`config.mk`:
```
export PLATFORM = sky130hd
export DESIGN_NAME = mem_ctrl_flat
export DESIGN_NICKNAME = d
export VERILOG_FILES = /design/src/rtl/mem_ctrl_if.sv /design/src/rtl/mem_ctrl.sv /design/src/flat_wrapper.sv
export SDC_FILE = /design/constraint.sdc
export NUM_CORES = 1
export LEC_CHECK = 0
export BUFFER_PORTS_ARGS = -buffer_cell sky130_fd_sc_hd__buf_4
export CAP_MARGIN = 40
export CORE_AREA = 2 2 98 148
export DETAILED_ROUTE_END_ITERATION = 10
export DIE_AREA = 0 0 100 150
export PLACE_DENSITY = 0.75
export SKIP_CTS_REPAIR_TIMING = 1
export SYNTH_ARGS = -nofsm -noshare
export SYNTH_HDL_FRONTEND = slang
export SYNTH_SLANG_ARGS = --single-unit
```
`constraint.sdc`:
```
create_clock -name clk -period 2.5 [get_ports clk]
set_clock_uncertainty 0.2 [all_clocks]
set_input_delay 0.25 -clock clk [delete_from_list [all_inputs] [get_ports clk]]
set_output_delay 0.25 -clock clk [all_outputs]
set_load 0.03 [all_outputs]
```
`src/rtl/mem_ctrl_if.sv`:
```
// Pipeline-to-controller request/response bundle.
// master: MEM stage drives req_*; slave: mem_ctrl answers with resp_*.
interface mem_ctrl_if;
  logic        req_valid;
  logic        req_ready;
  logic        req_we;
  logic [1:0]  req_size;
  logic        req_signed;
  logic [31:0] req_addr;
  logic [31:0] req_wdata;
  logic        resp_valid;
  logic [31:0] resp_rdata;
  logic        resp_err;

  modport master (
    output req_valid, req_we, req_size,
    output req_signed, req_addr, req_wdata,
    input  req_ready, resp_valid,
    input  resp_rdata, resp_err
  );

  modport slave (
    input  req_valid, req_we, req_size,
    input  req_signed, req_addr, req_wdata,
    output req_ready, resp_valid,
    output resp_rdata, resp_err
  );
endinterface

```
`src/rtl/mem_ctrl.sv`:
```
// Load/store controller between the MEM stage and an async-read SRAM.
// Ports: clk, reset, bus (req/resp), cs/oe/we/addr/din/dout to SRAM.
module mem_ctrl #(
  parameter int RD_WAIT    = 1,
  parameter int BIG_ENDIAN = 1
) (
  input  logic        clk,
  input  logic        reset,
  mem_ctrl_if.slave   bus,
  output logic        cs,
  output logic        oe,
  output logic        we,
  output logic [31:0] addr,
  output logic [31:0] din,
  input  logic [31:0] dout
);

  typedef enum logic [2:0] {
    IDLE, RD, RMW_RD, WR, RESP
  } state_t;

  state_t      state;
  logic [3:0]  cnt;
  logic [1:0]  a_size;
  logic        a_signed;
  logic [1:0]  a_off;
  logic [31:0] a_wdata;

  logic        acc;
  logic        bad;
  logic        last;
  logic [4:0]  bsh;
  logic [4:0]  hsh;
  logic [7:0]  byt;
  logic [15:0] hw;
  logic [31:0] ldata;
  logic [31:0] mdata;

  assign acc  = bus.req_valid && bus.req_ready;
  assign last = (cnt == 4'(RD_WAIT - 1));

  always_comb begin
    bad = (bus.req_size == 2'b11)
        | ((bus.req_size == 2'b01) & bus.req_addr[0])
        | ((bus.req_size == 2'b10) & (|bus.req_addr[1:0]));
  end

  // Lane shifts: big-endian puts byte offset 0 in the top byte.
  always_comb begin
    if (BIG_ENDIAN != 0) begin
      bsh = {~a_off, 3'b000};
      hsh = {~a_off[1], 4'b0000};
    end else begin
      bsh = {a_off, 3'b000};
      hsh = {a_off[1], 4'b0000};
    end
    byt = dout[bsh +: 8];
    hw  = dout[hsh +: 16];
  end

  always_comb begin
    ldata = dout;
    mdata = a_wdata;
    unique case (1'b1)
      a_size == 2'b00: begin
        ldata = {{24{a_signed & byt[7]}}, byt};
        mdata = (dout & ~(32'h0000_00ff << bsh))
              | ({24'h0, a_wdata[7:0]} << bsh);
      end
      a_size == 2'b01: begin
        ldata = {{16{a_signed & hw[15]}}, hw};
        mdata = (dout & ~(32'h0000_ffff << hsh))
              | ({16'h0, a_wdata[15:0]} << hsh);
      end
      default: ;
    endcase
  end

  always_ff @(posedge clk) begin
    if (reset) begin
      state          <= IDLE;
      cnt            <= '0;
      a_size         <= '0;
      a_signed       <= 1'b0;
      a_off          <= '0;
      a_wdata        <= '0;
      bus.req_ready  <= 1'b0;
      bus.resp_valid <= 1'b0;
      bus.resp_err   <= 1'b0;
      bus.resp_rdata <= '0;
      cs             <= 1'b0;
      oe             <= 1'b0;
      we             <= 1'b0;
      addr           <= '0;
      din            <= '0;
    end else begin
      unique case (state)
        IDLE: begin
          bus.req_ready <= 1'b1;
          if (acc) begin
            bus.req_ready <= 1'b0;
            a_size   <= bus.req_size;
            a_signed <= bus.req_signed;
            a_off    <= bus.req_addr[1:0];
            a_wdata  <= bus.req_wdata;
            cnt      <= '0;
            if (bad) begin
              state          <= RESP;
              bus.resp_valid <= 1'b1;
              bus.resp_err   <= 1'b1;
              bus.resp_rdata <= '0;
            end else begin
              addr <= {bus.req_addr[31:2], 2'b00};
              cs   <= 1'b1;
              if (!bus.req_we) begin
                state <= RD;
                oe    <= 1'b1;
              end else if (bus.req_size == 2'b10) begin
                state <= WR;
                we    <= 1'b1;
                din   <= bus.req_wdata;
              end else begin
                state <= RMW_RD;
                oe    <= 1'b1;
              end
            end
          end
        end
        RD: begin
          if (last) begin
            cs             <= 1'b0;
            oe             <= 1'b0;
            state          <= RESP;
            bus.resp_valid <= 1'b1;
            bus.resp_err   <= 1'b0;
            bus.resp_rdata <= ldata;
          end else begin
            cnt <= cnt + 4'd1;
          end
        end
        RMW_RD: begin
          if (last) begin
            oe    <= 1'b0;
            we    <= 1'b1;
            din   <= mdata;
            state <= WR;
          end else begin
            cnt <= cnt + 4'd1;
          end
        end
        WR: begin
          cs             <= 1'b0;
          we             <= 1'b0;
          state          <= RESP;
          bus.resp_valid <= 1'b1;
          bus.resp_err   <= 1'b0;
          bus.resp_rdata <= '0;
        end
        RESP: begin
          bus.resp_valid <= 1'b0;
          bus.resp_err   <= 1'b0;
          bus.resp_rdata <= '0;
          bus.req_ready  <= 1'b1;
          state          <= IDLE;
        end
        default: state <= IDLE;
      endcase
    end
  end

endmodule
```
`src/flat_wrapper.sv`:
```
// flat-port wrapper written by rule: the top's interface ports become plain ports
module mem_ctrl_flat 
#(
  parameter int RD_WAIT    = 1,
  parameter int BIG_ENDIAN = 1
)
  (clk, reset, cs, oe, we, addr, din, dout, bus_req_valid, bus_req_we, bus_req_size, bus_req_signed, bus_req_addr, bus_req_wdata, bus_req_ready, bus_resp_valid, bus_resp_rdata, bus_resp_err);
  mem_ctrl_if bus_i ();
  input  logic clk;
  input  logic reset;
  output logic cs;
  output logic oe;
  output logic we;
  output logic [31:0] addr;
  output logic [31:0] din;
  input  logic [31:0] dout;
  input wire logic [$bits(bus_i.req_valid)-1:0] bus_req_valid;
  input wire logic [$bits(bus_i.req_we)-1:0] bus_req_we;
  input wire logic [$bits(bus_i.req_size)-1:0] bus_req_size;
  input wire logic [$bits(bus_i.req_signed)-1:0] bus_req_signed;
  input wire logic [$bits(bus_i.req_addr)-1:0] bus_req_addr;
  input wire logic [$bits(bus_i.req_wdata)-1:0] bus_req_wdata;
  output wire logic [$bits(bus_i.req_ready)-1:0] bus_req_ready;
  output wire logic [$bits(bus_i.resp_valid)-1:0] bus_resp_valid;
  output wire logic [$bits(bus_i.resp_rdata)-1:0] bus_resp_rdata;
  output wire logic [$bits(bus_i.resp_err)-1:0] bus_resp_err;
  assign bus_i.req_valid = bus_req_valid;
  assign bus_i.req_we = bus_req_we;
  assign bus_i.req_size = bus_req_size;
  assign bus_i.req_signed = bus_req_signed;
  assign bus_i.req_addr = bus_req_addr;
  assign bus_i.req_wdata = bus_req_wdata;
  assign bus_req_ready = bus_i.req_ready;
  assign bus_resp_valid = bus_i.resp_valid;
  assign bus_resp_rdata = bus_i.resp_rdata;
  assign bus_resp_err = bus_i.resp_err;
  mem_ctrl #(.RD_WAIT(RD_WAIT), .BIG_ENDIAN(BIG_ENDIAN)) u_core (.clk(clk), .reset(reset), .bus(bus_i), .cs(cs), .oe(oe), .we(we), .addr(addr), .din(din), .dout(dout));
endmodule
```
==> results_dict.tcl, run 1 <==
set metrics [dict create \
    layout_commonest_cell "sky130_fd_sc_hd__buf_4" \
    worst_ep_arrival_time_ns 2.34 \
    synthDistinctLibCells 67 \
    num_antenna_cells 0 \
    grt_pass1_wl_um 34670 \
    ordered_cell_list_for_the_critical_path "or3b_1 -> a221oi_1 -> o21ai_0 -> o211ai_1 -> a21oi_1" \
    timing_worst_setup_path_type "flop to flop" \
    max_slew.worst_pin.slew_ns 0.7429 \
    slowest_delay_ns 0.72 \
    clk_root_buffer_cell "sky130_fd_sc_hd__clkbuf_16" \
    detail_route.iter0.violations 538 \
    outcome "complete, but fails checks" \
    timing.slew.headroom 0.5047 \
    cts_buffers 17 \
    setup_viol_count_final 0 \
    die_height_um 150 \
    hold_viol_final 7 \
    rsz0062_at_grt "no" \
    yosysTopAreaCellShare 0.4097 \
    wire_per_inst_um 18.34 \
    placement.io_buffers 202 \
    timing.final.crit_share 0.9100 \
    start_kind "flop" \
    finalNonFillerCells 1292 \
    async_reset_ff_frac 0 \
    ys_dominant_reg_cell "sky130_fd_sc_hd__dfxtp_1" \
    route.final.wire_length_um 23700 \
    core_region_area_mm2 0.01379 \
    synth_enable_flop_cells 0 \
    grt_pass1_vias 6703 \
    fin_setup_tns_ns 0 \
    ir_worst_vdd_mv 0.4732 \
    synth.yosys.warnings 0 \
    synth.area.top_cells "sky130_fd_sc_hd__dfxtp_1 (41%), sky130_fd_sc_hd__nand2_1 (11%), sky130_fd_sc_hd__a21oi_1 (7.0%)" \
    viasPerCell 5.781 \
    failed_checks "hold timing" \
    post-synth-top-area-cell "sky130_fd_sc_hd__dfxtp_1" \
    end_kind "flop" \
    drt_drc_violations_left 0 \
    leakage_nw 4.250 \
    sequential_area_share_after_synthesis 0.4097 \
    place_inst 1182 \
    grt_use_total 0.2918 \
    rows 53 \
    power_density_mw_per_mm2 589.4 \
    post_synth_design_cell_area_mm2 0.007037 \
    dpl-instance-area_mm2 0.008695 \
    clkSlewWorstSetupHoldPaths_ns 0.06 \
    p_total_mw 5.934 \
    floorplan.die_area_mm2 0.01500 \
    final_cell_area_mm2 0.01007 \
    timing.critical_path.slowest_stage_cell "sky130_fd_sc_hd__or3b_1" \
    postRouteAntennaNets 0 \
    place.detailed.hpwl_um 16140 \
    final_hold_slack_ns -0.03858 \
    fmaxAchievable_ghz 0.4396 \
    ys_seq_elements 144 \
    critical_path.top_delay_family "compound AO/OA/AOI/OAI gates" \
    layout.nets 1219 \
    hold_removal_path_class "input pin to flop" \
    initial_utilization 0.5102 \
    grt_start_max_net_pins 72 \
    most-common-layout-cells "sky130_fd_sc_hd__buf_4 (231), sky130_fd_sc_hd__nand2_1 (199), sky130_fd_sc_hd__dfxtp_1 (143)" \
    slew_violations 0 \
    place_congestion 0.9132 \
    synth_cells 855 \
    gr-total-overflow 0 \
    cts_tree "built" \
    min_period_ns 2.275 \
    critPathMaxFanout 18 \
    io-pin-count 205 \
    cap_viol_max_count 0 \
    first_pass_iters 5 \
    post_route_cells_drive_above_1_share 0.2742 \
    worstPathRequired_ns 2.57 \
    worstSkewPairLatency_ns 0.42 \
    avgSynthCellArea_um2 8.230 \
    initial_antenna_violation_count 0 \
    cts-htree-levels 4 \
    die_width_um 100 \
    route.vias.total 7469 \
    flow.area_growth_from_synthesis_pct 43.07 \
    clockBufferDepth 2 \
    critical_path_buf_inv_count 0 \
    cts.sink_count 144 \
]
cells by family after synthesis:
family / after synthesis / synth area share
adders and majority gates: 2 / 0.003556
xor gates and xnor gates: 3 / 0.004802
muxes: 55 / 0.08268
and+or+nand+nor: 312 / 0.2020
buffers and inverters: 80 / 0.05547
DFF: 144 / 0.4097
other: 1 / 0.0005329
AOI/OAI and AO/OA: 258 / 0.2413
power by group:
part           total (mW)  switching [mW]  leakage [nW]  internal (mW)
logic               0.960           0.526          2.79          0.434
clock network        2.55            1.04         0.291           1.51
registers            2.43          0.0660          1.17           2.36
total                5.93            1.63          4.25           4.31
stage by stage:
stage	worst slack, ns	util
2_1_floorplan	0.4376	-
3_3_place_gp	0.3583	0.6293
3_5_place_dp	0.2992	0.6304
4_1_cts	0.2695	0.6733
5_1_grt	0.1349	0.7299
6_report	0.2250	0.7299
cells in the mapped netlist, drive strengths merged, types with 16 or more instances:
library cell,n
o21ai,37
a221oi,16
nand2b,30
clkbuf,45
dfxtp,144
buf,28
a21oi,108
nand2,199
nor2,35
a22o,17
mux2i,39
state kept, by name (all words and copies together), names as in the netlist:
name	count
u_core.we	1
u_core.din	32
u_core.a_off	2
u_core.oe	1
u_core.addr	30
u_core.cnt	4
u_core.a_wdata	32
u_core.bus.resp_valid	1
u_core.a_signed	1
u_core.state	3
u_core.a_size	2
u_core.cs	1
u_core.bus.resp_err	1
u_core.bus.resp_rdata	32
u_core.bus.req_ready	1
metal layers:
metal	vias up	global-route usage	wire, um
met5	-	0	0
met3	66	0.07473	1809
li1	3533	-	-
met1	3475	0.3476	9026
met4	0	0.1164	935
met2	395	0.4990	11920
worst paths after layout:
path | start | to | slack (ns) | cells after the start
hold / removal | dout[5] | u_core.bus.resp_rdata[5]$_SDFFE_PP0P_ | -0.04 | 3
setup / recovery | u_core.state[2]$_SDFFE_PP0P_ | u_core.din[13]$_SDFFE_PP0P_ | 0.22 | 5
hold reg to reg | u_core.addr[20]$_SDFFE_PP0P_ | u_core.addr[20]$_SDFFE_PP0P_ | 0.26 | 2
setup reg to reg | u_core.state[2]$_SDFFE_PP0P_ | u_core.din[13]$_SDFFE_PP0P_ | 0.22 | 5
worst min-delay path, stage by stage:
cell,delay [ns]
sky130_fd_sc_hd__buf_4,0.11
sky130_fd_sc_hd__o21ai_0,0.08
sky130_fd_sc_hd__o2bb2ai_1,0.11
final cells by class:
cell class / count / area (um^2)
Tap cell: 165 / 206.4
Sequential cell: 144 / 2884
Fill cell: 1068 / 3726
Timing Repair Buffer: 312 / 2575
Clock inverter: 14 / 152.6
Multi-Input combinational cell: 632 / 3784
Inverter: 7 / 26.28
Clock buffer: 18 / 439.2
Power figures use the tool's default switching activity.
==> run 2, diff against run 1 <==
PLACE_DENSITY = 0.79   (was 0.75)
==> run 2 against run 1 <==
Effect of this change:
- the run still ends with hold timing left
- total power rose by 0.31%
- combinational power barely moved
- clock power barely moved
- sequential power barely moved
- sequential cell count did not move
- hold slack improved by 0.033 ns
- largest power group unchanged
- design area rose by 0.53%
- critical path depth rose by 1
- utilization rose by 0.39 points
- fmax fell by 2.0%
==> results_dict.tcl, run 2 (synthesis results as in run 1) <==
set metrics [dict create \
    outcome "complete, but fails checks" \
    failed_checks "hold timing" \
    cp-startpoint "u_core.state[2]$_SDFFE_PP0P_" \
    route.vias.total 7620 \
    worst_ep_arrival_time_ns 2.47 \
    grt_use_met1 0.3456 \
    rsz0062_at_grt "no" \
    critPathMaxFanout 20 \
    place_congestion 0.9426 \
    cts-htree-levels 4 \
    post_route_cells_drive_above_1_share 0.2721 \
    layout.nets 1224 \
    timing.final.crit_share 0.9282 \
    leakage_nw 4.266 \
    clk_root_buffer_cell "sky130_fd_sc_hd__clkbuf_16" \
    fmaxAchievable_ghz 0.4310 \
    gr-usage-met3 0.07940 \
    reg_top3 "u_core.a_wdata (32), u_core.bus.resp_rdata (32), u_core.din (32)" \
    power_frac_comb 0.162 \
    post-route-util 0.7338 \
    cts_tree "built" \
    share_clk_of_total_power 0.430 \
    end_kind "flop" \
    grt_use_total 0.2870 \
    p_int_mw 4.226 \
    postRouteAntennaNets 0 \
    route.final.wire_length_um 23830 \
    share_seq_of_total_power 0.408 \
    worstPathRequired_ns 2.65 \
    top_usage_layer "met2" \
    cts.sink_count 144 \
    first_pass_iters 6 \
    grtUsageMet2 0.4780 \
    max_slew.worst_pin.slew_ns 0.9598 \
    placement.io_buffers 202 \
    grt_pass1_vias 6595 \
    cap_viol_max_count 0 \
    io-pin-count 205 \
    rows 53 \
    final_hold_slack_ns -0.005501 \
    place.detailed.hpwl_um 15830 \
    wire_per_inst_um 18.36 \
    grt_start_max_net_pins 57 \
    ir_worst_vdd_mv 0.4811 \
    switching_share 0.2900 \
    die_width_um 100 \
    viasPerCell 5.871 \
    hold_viol_final 2 \
    initial_antenna_violation_count 1 \
    crit-reg2reg-launch "u_core.state[2]$_SDFFE_PP0P_" \
    timing.slew.headroom 0.3588 \
    die_height_um 150 \
    timing_worst_setup_path_type "flop to flop" \
    detail_route.iter0.violations 543 \
    cts_buffers 17 \
    clockBufferDepth 2 \
    grt_pass1_wl_um 34080 \
    power_density_mw_per_mm2 588.1 \
    min_period_ns 2.320 \
    clkSlewWorstSetupHoldPaths_ns 0.06 \
    min_from "dout[24]" \
    gr-total-overflow 0 \
    start_kind "flop" \
    drt_drc_violations_left 0 \
    setup_viol_count_final 0 \
    floorplan.die_area_mm2 0.01500 \
    fin_setup_tns_ns 0 \
    slew_violations 0 \
    most-common-layout-cells "sky130_fd_sc_hd__buf_4 (230), sky130_fd_sc_hd__nand2_1 (199), sky130_fd_sc_hd__dfxtp_1 (143)" \
    worstSkewPairLatency_ns 0.42 \
    hold_removal_path_class "input pin to flop" \
    initial_utilization 0.5102 \
    power_switching_mw 1.726 \
    fillers 1000 \
    layout_commonest_cell "sky130_fd_sc_hd__buf_4" \
    flow.area_growth_from_synthesis_pct 43.83 \
    core_region_area_mm2 0.01379 \
]
-- run 2: worst paths after layout --
check             slack, ns                                      to  cells past startpoint
setup / recovery       0.18             u_core.din[29]$_SDFFE_PP0P_                      6
hold / removal       -0.006  u_core.bus.resp_rdata[24]$_SDFFE_PP0P_                      3
setup reg to reg       0.18             u_core.din[29]$_SDFFE_PP0P_                      6
hold reg to reg        0.25            u_core.addr[28]$_SDFFE_PP0P_                      2
-- run 2: power groups by stage --
stage          combinational (mW)  clock (mW)  sequential, mW
2_1_floorplan               0.451           0            2.52
3_3_place_gp                0.822           0            2.47
3_5_place_dp                0.833           0            2.48
4_1_cts                     0.838        2.58            2.43
5_1_grt                      1.03        2.68            2.43
6_report                    0.963        2.56            2.43
-- run 2: cell type report --
cell class,count,area [um^2],share of cell area
multi-input combinational,632,3784,0.3738
sequential,144,2884,0.2850
timing repair buffer,317,2628,0.2596
clock buffer,17,425.4,0.04203
tap,165,206.4,0.02040
clock inverter,15,165.2,0.01632
inverter,7,26.28,0.002596
antenna,1,2.502,0.0002472
-- run 2: metal layers --
layer | share of wire | routed length, um | vias to the layer above
li1 | - | - | 3554
met3 | 0.077 | 1832 | 81
met5 | 0 | 0 | -
met1 | 0.38 | 9021 | 3573
met4 | 0.044 | 1060 | 0
met2 | 0.50 | 11920 | 412
-- run 2: per-stage QoR --
| step | total power, mW | cells | setup WS [ns] | instance area, um^2 |
|---|---|---|---|---|
| 2_1_floorplan | 2.967 | 856 | 0.4376 | 7041 |
| 3_3_place_gp | 3.297 | 1181 | 0.3443 | 8687 |
| 3_5_place_dp | 3.309 | 1181 | 0.2595 | 8687 |
| 4_1_cts | 5.842 | 1213 | 0.2482 | 9278 |
| 5_1_grt | 6.141 | 1298 | 0.003272 | 10120 |
| 6_report | 5.952 | 1298 | 0.1796 | 10120 |
-- run 2: worst max-delay path, stage by stage, from the launching register on --
cell	delay [ns]
sky130_fd_sc_hd__dfxtp_1	0.66
sky130_fd_sc_hd__nor3_2	0.17
sky130_fd_sc_hd__nand3_1	0.15
sky130_fd_sc_hd__a21boi_4	0.54
sky130_fd_sc_hd__buf_4	0.30
sky130_fd_sc_hd__nand2_1	0.08
sky130_fd_sc_hd__a21oi_1	0.15
